## config.mk

```make
export PLATFORM = sky130hd
export DESIGN_NAME = mux_2_1_tdm_sequencer_flat
export DESIGN_NICKNAME = d
export VERILOG_FILES = /design/src/rtl/mux_2_1_tdm_sequencer_pkg.sv /design/src/rtl/mux_2_1_tdm_sequencer_if.sv /design/src/rtl/mux_2_1_tdm_sequencer_rr_arbiter_2.sv /design/src/rtl/mux_2_1_tdm_sequencer.sv /design/src/flat_wrapper.sv
export SDC_FILE = /design/constraint.sdc
export NUM_CORES = 1
export LEC_CHECK = 0
export ABC_AREA = 1
export CAP_MARGIN = 20
export CELL_PAD_IN_SITES_DETAIL_PLACEMENT = 0
export CELL_PAD_IN_SITES_GLOBAL_PLACEMENT = 2
export CORE_MARGIN = 2
export CORE_UTILIZATION = 30
export DETAILED_ROUTE_END_ITERATION = 10
export GPL_ROUTABILITY_DRIVEN = 0
export PLACE_DENSITY = 0.8
export REMOVE_ABC_BUFFERS = 1
export SYNTH_ARGS = -nofsm -noshare
export SYNTH_HDL_FRONTEND = slang
export SYNTH_SLANG_ARGS = --single-unit
```

## constraint.sdc

```tcl
create_clock -name Clock_In -period 2 [get_ports Clock_In]
set_clock_uncertainty 0.05 [all_clocks]
set_input_delay 0.4 -clock Clock_In [delete_from_list [all_inputs] [get_ports Clock_In]]
set_output_delay 0.4 -clock Clock_In [all_outputs]
set_load 0.005 [all_outputs]
```

## src/rtl/mux_2_1_tdm_sequencer_pkg.sv

```systemverilog
// Shared types and constants for the 2:1 mux TDM sequencer.
package mux_tdm_pkg;

    typedef enum logic [1:0] {
        IDLE  = 2'd0,
        GRANT = 2'd1,
        GAP   = 2'd2
    } state_t;

    localparam int unsigned GAP_CYCLES_MAX = 3;

    // Out-of-range gap settings saturate to the longest legal gap.
    function automatic int unsigned gap_clamp(input int unsigned g);
        return (g > GAP_CYCLES_MAX) ? GAP_CYCLES_MAX : g;
    endfunction

endpackage

```

## src/rtl/mux_2_1_tdm_sequencer_if.sv

```systemverilog
// Request/dwell inputs and mux control outputs of the TDM sequencer.
interface mux_2_1_tdm_sequencer_if #(
    parameter int unsigned DWELL_WIDTH = 8
);
    logic                   Req_0_In;
    logic                   Req_1_In;
    logic [DWELL_WIDTH-1:0] Dwell_In;
    logic                   Select_Out;
    logic                   Enable_Out;
    logic                   Ack_0_Out;
    logic                   Ack_1_Out;
    logic                   Busy_Out;

    modport slave (
        input  Req_0_In, Req_1_In, Dwell_In,
        output Select_Out, Enable_Out, Ack_0_Out, Ack_1_Out, Busy_Out
    );

    modport master (
        output Req_0_In, Req_1_In, Dwell_In,
        input  Select_Out, Enable_Out, Ack_0_Out, Ack_1_Out, Busy_Out
    );
endinterface

```

## src/rtl/mux_2_1_tdm_sequencer_rr_arbiter_2.sv

```systemverilog
// Combinational two-requester round-robin arbiter.
module rr_arbiter_2 (
    input  logic [1:0] req,
    input  logic       last,
    output logic       grant_valid,
    output logic       grant_ch
);
    always_comb begin
        grant_valid = |req;
        grant_ch    = 1'b0;
        if (&req) begin
            grant_ch = ~last;
        end else if (req[1]) begin
            grant_ch = 1'b1;
        end
    end
endmodule

```

## src/rtl/mux_2_1_tdm_sequencer.sv

```systemverilog
// Round-robin time-sharing controller for a 2:1 mux: grant, dwell, ack, gap.
module mux_2_1_tdm_sequencer #(
    parameter int unsigned DWELL_WIDTH = 8,
    parameter int unsigned GAP_CYCLES  = 1
) (
    input  logic                    Clock_In,
    input  logic                    Reset_In,
    mux_2_1_tdm_sequencer_if.slave  bus
);
    import mux_tdm_pkg::*;

    localparam logic [1:0]             GAP_LOAD  = 2'(gap_clamp(GAP_CYCLES));
    localparam logic [1:0]             ABORT_GAP = (GAP_LOAD == 2'd0) ? 2'd1 : GAP_LOAD;
    localparam logic [DWELL_WIDTH-1:0] CNT_ONE   = DWELL_WIDTH'(1);
    localparam logic [DWELL_WIDTH-1:0] CNT_TWO   = DWELL_WIDTH'(2);

    state_t                 state;
    logic                   sel;
    logic                   en;
    logic                   ack_0;
    logic                   ack_1;
    logic                   busy;
    logic                   last;
    logic [DWELL_WIDTH-1:0] cnt;
    logic [1:0]             gap_cnt;

    logic                   grant_valid;
    logic                   grant_ch;
    logic                   granted_req;
    logic                   arb_point;
    logic [DWELL_WIDTH-1:0] dwell_eff;

    rr_arbiter_2 u_arb (
        .req         ({bus.Req_1_In, bus.Req_0_In}),
        .last        (last),
        .grant_valid (grant_valid),
        .grant_ch    (grant_ch)
    );

    always_comb begin
        granted_req = sel ? bus.Req_1_In : bus.Req_0_In;
        dwell_eff   = (bus.Dwell_In == '0) ? CNT_ONE : bus.Dwell_In;
        arb_point   = (state == IDLE)
                   || (state == GAP && gap_cnt == 2'd1)
                   || (state == GRANT && cnt == CNT_ONE && GAP_LOAD == 2'd0);
    end

    // Ack and last-served are set one edge early so the ack lands in the final
    // enabled cycle and a zero-gap re-arbitration already sees the new owner.
    always_ff @(posedge Clock_In or posedge Reset_In) begin
        if (Reset_In) begin
            state   <= IDLE;
            sel     <= 1'b0;
            en      <= 1'b0;
            ack_0   <= 1'b0;
            ack_1   <= 1'b0;
            busy    <= 1'b0;
            last    <= 1'b1;
            cnt     <= '0;
            gap_cnt <= '0;
        end else begin
            ack_0 <= 1'b0;
            ack_1 <= 1'b0;
            if (arb_point) begin
                if (grant_valid) begin
                    state <= GRANT;
                    sel   <= grant_ch;
                    en    <= 1'b1;
                    busy  <= 1'b1;
                    cnt   <= dwell_eff;
                    if (dwell_eff == CNT_ONE) begin
                        ack_0 <= ~grant_ch;
                        ack_1 <= grant_ch;
                        last  <= grant_ch;
                    end
                end else begin
                    state <= IDLE;
                    en    <= 1'b0;
                    busy  <= 1'b0;
                end
            end else begin
                case (state)
                    GRANT: begin
                        if (cnt == CNT_ONE) begin
                            state   <= GAP;
                            en      <= 1'b0;
                            gap_cnt <= GAP_LOAD;
                        end else if (!granted_req) begin
                            state   <= GAP;
                            en      <= 1'b0;
                            gap_cnt <= ABORT_GAP;
                        end else begin
                            cnt <= cnt - CNT_ONE;
                            if (cnt == CNT_TWO) begin
                                ack_0 <= ~sel;
                                ack_1 <= sel;
                                last  <= sel;
                            end
                        end
                    end
                    GAP: begin
                        gap_cnt <= gap_cnt - 2'd1;
                    end
                    default: ;
                endcase
            end
        end
    end

    assign bus.Select_Out = sel;
    assign bus.Enable_Out = en;
    assign bus.Ack_0_Out  = ack_0;
    assign bus.Ack_1_Out  = ack_1;
    assign bus.Busy_Out   = busy;

endmodule

```

## src/flat_wrapper.sv

```systemverilog
// flat-port wrapper written by rule: the top's interface ports become plain ports
module mux_2_1_tdm_sequencer_flat import mux_tdm_pkg::*;
#(
    parameter int unsigned DWELL_WIDTH = 8,
    parameter int unsigned GAP_CYCLES  = 1
)
  (Clock_In, Reset_In, bus_Req_0_In, bus_Req_1_In, bus_Dwell_In, bus_Select_Out, bus_Enable_Out, bus_Ack_0_Out, bus_Ack_1_Out, bus_Busy_Out);
  mux_2_1_tdm_sequencer_if #(.DWELL_WIDTH(DWELL_WIDTH)) bus_i ();
  input  logic Clock_In;
  input  logic Reset_In;
  input wire logic [$bits(bus_i.Req_0_In)-1:0] bus_Req_0_In;
  input wire logic [$bits(bus_i.Req_1_In)-1:0] bus_Req_1_In;
  input wire logic [$bits(bus_i.Dwell_In)-1:0] bus_Dwell_In;
  output wire logic [$bits(bus_i.Select_Out)-1:0] bus_Select_Out;
  output wire logic [$bits(bus_i.Enable_Out)-1:0] bus_Enable_Out;
  output wire logic [$bits(bus_i.Ack_0_Out)-1:0] bus_Ack_0_Out;
  output wire logic [$bits(bus_i.Ack_1_Out)-1:0] bus_Ack_1_Out;
  output wire logic [$bits(bus_i.Busy_Out)-1:0] bus_Busy_Out;
  assign bus_i.Req_0_In = bus_Req_0_In;
  assign bus_i.Req_1_In = bus_Req_1_In;
  assign bus_i.Dwell_In = bus_Dwell_In;
  assign bus_Select_Out = bus_i.Select_Out;
  assign bus_Enable_Out = bus_i.Enable_Out;
  assign bus_Ack_0_Out = bus_i.Ack_0_Out;
  assign bus_Ack_1_Out = bus_i.Ack_1_Out;
  assign bus_Busy_Out = bus_i.Busy_Out;
  mux_2_1_tdm_sequencer #(.DWELL_WIDTH(DWELL_WIDTH), .GAP_CYCLES(GAP_CYCLES)) u_core (.Clock_In(Clock_In), .Reset_In(Reset_In), .bus(bus_i));
endmodule
```

==> flow_summary.ini <==
[clock_tree]
cts_root_buffer = clkbuf_8
cts_made_buffers = 3
htreeDepth = 1
clock-sinks = 17
cts_tree = done
clkLatencyLatePin_ps = 250
clockBufferDepth = 2
clk_pin_slew_ps = 70
postCtsHoldBufs = 0

[routing]
routed_wl_um = 2820
via_per_inst = 4.68
vias = 1096
wl_per_cell_um = 12.0
dr.pass1.iters = 4
drc = 0
drt_iter0_markers = 34
ant_nets = 0

[layout]
layoutNonFillerInstCount = 234
antenna_cells = 0
synthToLayoutAreaGrowth_pct = 22.6
nets = 206
drive_gt1_frac = 0.108
fin_area_sq_um = 1460
post-route-util = 0.390

[worst_setup_path]
worst_r2r_endpoint = u_core.cnt[2]
worstPathMaxFanout = 11
rrSetupSlack_ps = 180
worst_ep_arrival_time_ps = 1910
worstPathRequired_ps = 2090
path_class = register to register
cp-start-kind = register
rr_worst_depth = 10
endpoint_kind = register
reg2reg_from = u_core.state[0]

[floorplan]
die_area_sq_um = 4490
die_w_um = 67.0
chipHeight_um = 67.0
core-area_sq_um = 3740
rows = 22
initial_core_util = 0.318
io_pins = 17

[grt]
grt_max_degree = 18
grt_first_pass_wirelength_um = 4860
overflow = 0
grt_usage = 0.145
grt_pass1_vias = 1025
antenna_found_initial = 0

[timing]
period_minus_slack_ps = 1820
hold_viol = 0
finalSetupTns_ps = 0
rsz0062_at_grt = no
fmax_mhz = 549
slew_headroom = 0.799
setup_violations = 0
maxSlewViolCount = 0
fin_crit_sh = 0.910
worst_pin_slew_ps = 301
whs_ps = 416

[yosys]
ys.flop_type = dfrtp_1
syn_inst = 165
synth-simple-area-share = 0.364
synth_edf_count = 0
synth-seq-cells = 17
synth_area_per_cell_sq_um = 7.21
synth_xor_area_frac = 0
synth_top_family_by_area = simple AND/OR/NAND/NOR gates
yosysMostFrequentCell = nand2_1
synth-compound-area-share = 0.121
synth_top_area_frac = 0.336
ys_types = 28
synth_area_sq_um = 1190
synth_seq_area_share = 0.359
muxShareOfSynthArea = 0
yosys_warnings = 0
yosysTopAreaCell = dfrtp_1
synthTopCellsByArea = dfrtp_1 (34%), nand2_1 (20%), ha_1 (7.4%), nor2_1 (6.0%), inv_1 (5.4%)
synth-adder-area-share = 0.0736
synth_common_cells = nand2_1 (62), nor2_1 (19), inv_1 (17), dfrtp_1 (16), nand3_1 (8)
ys_async_sr_fraction = 1.00

[pwr]
power.leakage_uw = 0.000727
ir_worst_vdd_mv = 0.755
power_density_nw_per_um2 = 1690

[place]
dp.cells = 230
dp_hpwl_um = 2200
placed_area_sq_um = 1410
portBuffers = 16

[status]
outcome = finished clean

[worst_hold_path]
hp-class = input pin to asynchronous set/reset pin

[flow_run]
maxCapViolCount = 0
## worst max path at each step
stage | start | to | slack [ps] | depth (start not counted)
2_1_floorplan | u_core.state[0] | u_core.cnt[7] | 110 | 10
5_1_grt | u_core.state[0] | u_core.cnt[2] | 20 | 10
6_report | u_core.state[0] | u_core.cnt[2] | 180 | 10
4_1_cts | u_core.state[0] | u_core.cnt[2] | 160 | 10
3_5_place_dp | bus_Req_1_In | u_core.cnt[2] | 120 | 9
3_3_place_gp | u_core.state[0] | u_core.bus.Ack_1_Out | 150 | 7
## metal layers
layer  GRT usage  part of all wire  vias up
met3      0.0389             0.049        4
met5           0                 0        -
li1            -                 -      565
met1       0.169              0.44      501
met4      0.0357             0.016        0
met2       0.263              0.49       26
## cells in the final DEF, fill, tap and decap left out
| cell type | n |
|---|---|
| clkbuf_1 | 1 |
| a21oi_1 | 2 |
| clkdlybuf4s50_1 | 16 |
| nor2_1 | 19 |
| nand2_1 | 62 |
| nor2_2 | 1 |
| clkbuf_8 | 3 |
| o21ai_1 | 1 |
| inv_1 | 17 |
| o21bai_1 | 3 |
| dfrtp_1 | 16 |
| nand4_1 | 5 |
| o31ai_1 | 1 |
| nand2_4 | 2 |
| ha_1 | 7 |
| a21o_1 | 1 |
| o21ai_2 | 2 |
| nand2_2 | 2 |
| o21ai_0 | 5 |
| o21bai_4 | 1 |
| nor2_4 | 1 |
| dfstp_2 | 1 |
| o22ai_1 | 1 |
| nor3_2 | 1 |
| nand3_1 | 8 |
| o21ai_4 | 1 |
| buf_4 | 4 |
| inv_2 | 1 |
| a21boi_0 | 1 |
## flip-flops by register name, indices dropped and copies added, names as in the netlist
signal / cells
u_core.cnt: 8
u_core.gap_cnt: 2
u_core.state: 2
u_core.bus.Ack_0_Out: 1
u_core.bus.Ack_1_Out: 1
u_core.bus.Busy_Out: 1
u_core.bus.Select_Out: 1
u_core.last: 1
## per-stage QoR
stage,setup WS [ps],power [uW]
4_1_cts,161,2500
5_1_grt,16.0,2750
3_3_place_gp,155,2220
6_report,179,2470
3_5_place_dp,124,2230
2_1_floorplan,113,1750
## final cells by class
| type | instances | area, sq um |
|---|---|---|
| clock buffer | 4 | 45.0 |
| fill | 402 | 2280 |
| inverter | 18 | 67.6 |
| multi-input combinational | 127 | 669 |
| sequential | 17 | 427 |
| tap | 48 | 60.1 |
| timing repair buffer | 20 | 190 |
## where the power goes
| group | switching (uW) | total, uW | leakage (uW) | internal [uW] |
|---|---|---|---|---|
| combinational | 958 | 1560 | 0.000494 | 598 |
| clock | 117 | 258 | 0.0000228 | 141 |
| sequential | 144 | 652 | 0.000211 | 508 |
| total | 1220 | 2470 | 0.000727 | 1250 |
## cells by family (layout without fill, tap and decap cells)
group / after synthesis / in the layout
and+or+nand+nor: 101 / 101
adders and majority gates: 7 / 7
buffers and inverters: 21 / 42
DFF: 17 / 17
AOI/OAI and AO/OA: 19 / 19
## critical path, stage by stage, from the launching register on
cell and delay (ps):
dfrtp_1 410, inv_1 90, ha_1 190, a21o_1 310, inv_2 60, nand2_1 120
nand2_4 80, nand2_4 140, inv_1 130, nand2_1 80, nand2_1 50
## repair_timing
| action | in CTS | in global routing |
|---|---|---|
| setup endpoints to repair | 0 | 1 |
| gates resized for setup | 0 | 1 |
| buffers inserted | 0 | 0 |
Power figures use the tool's default switching activity.
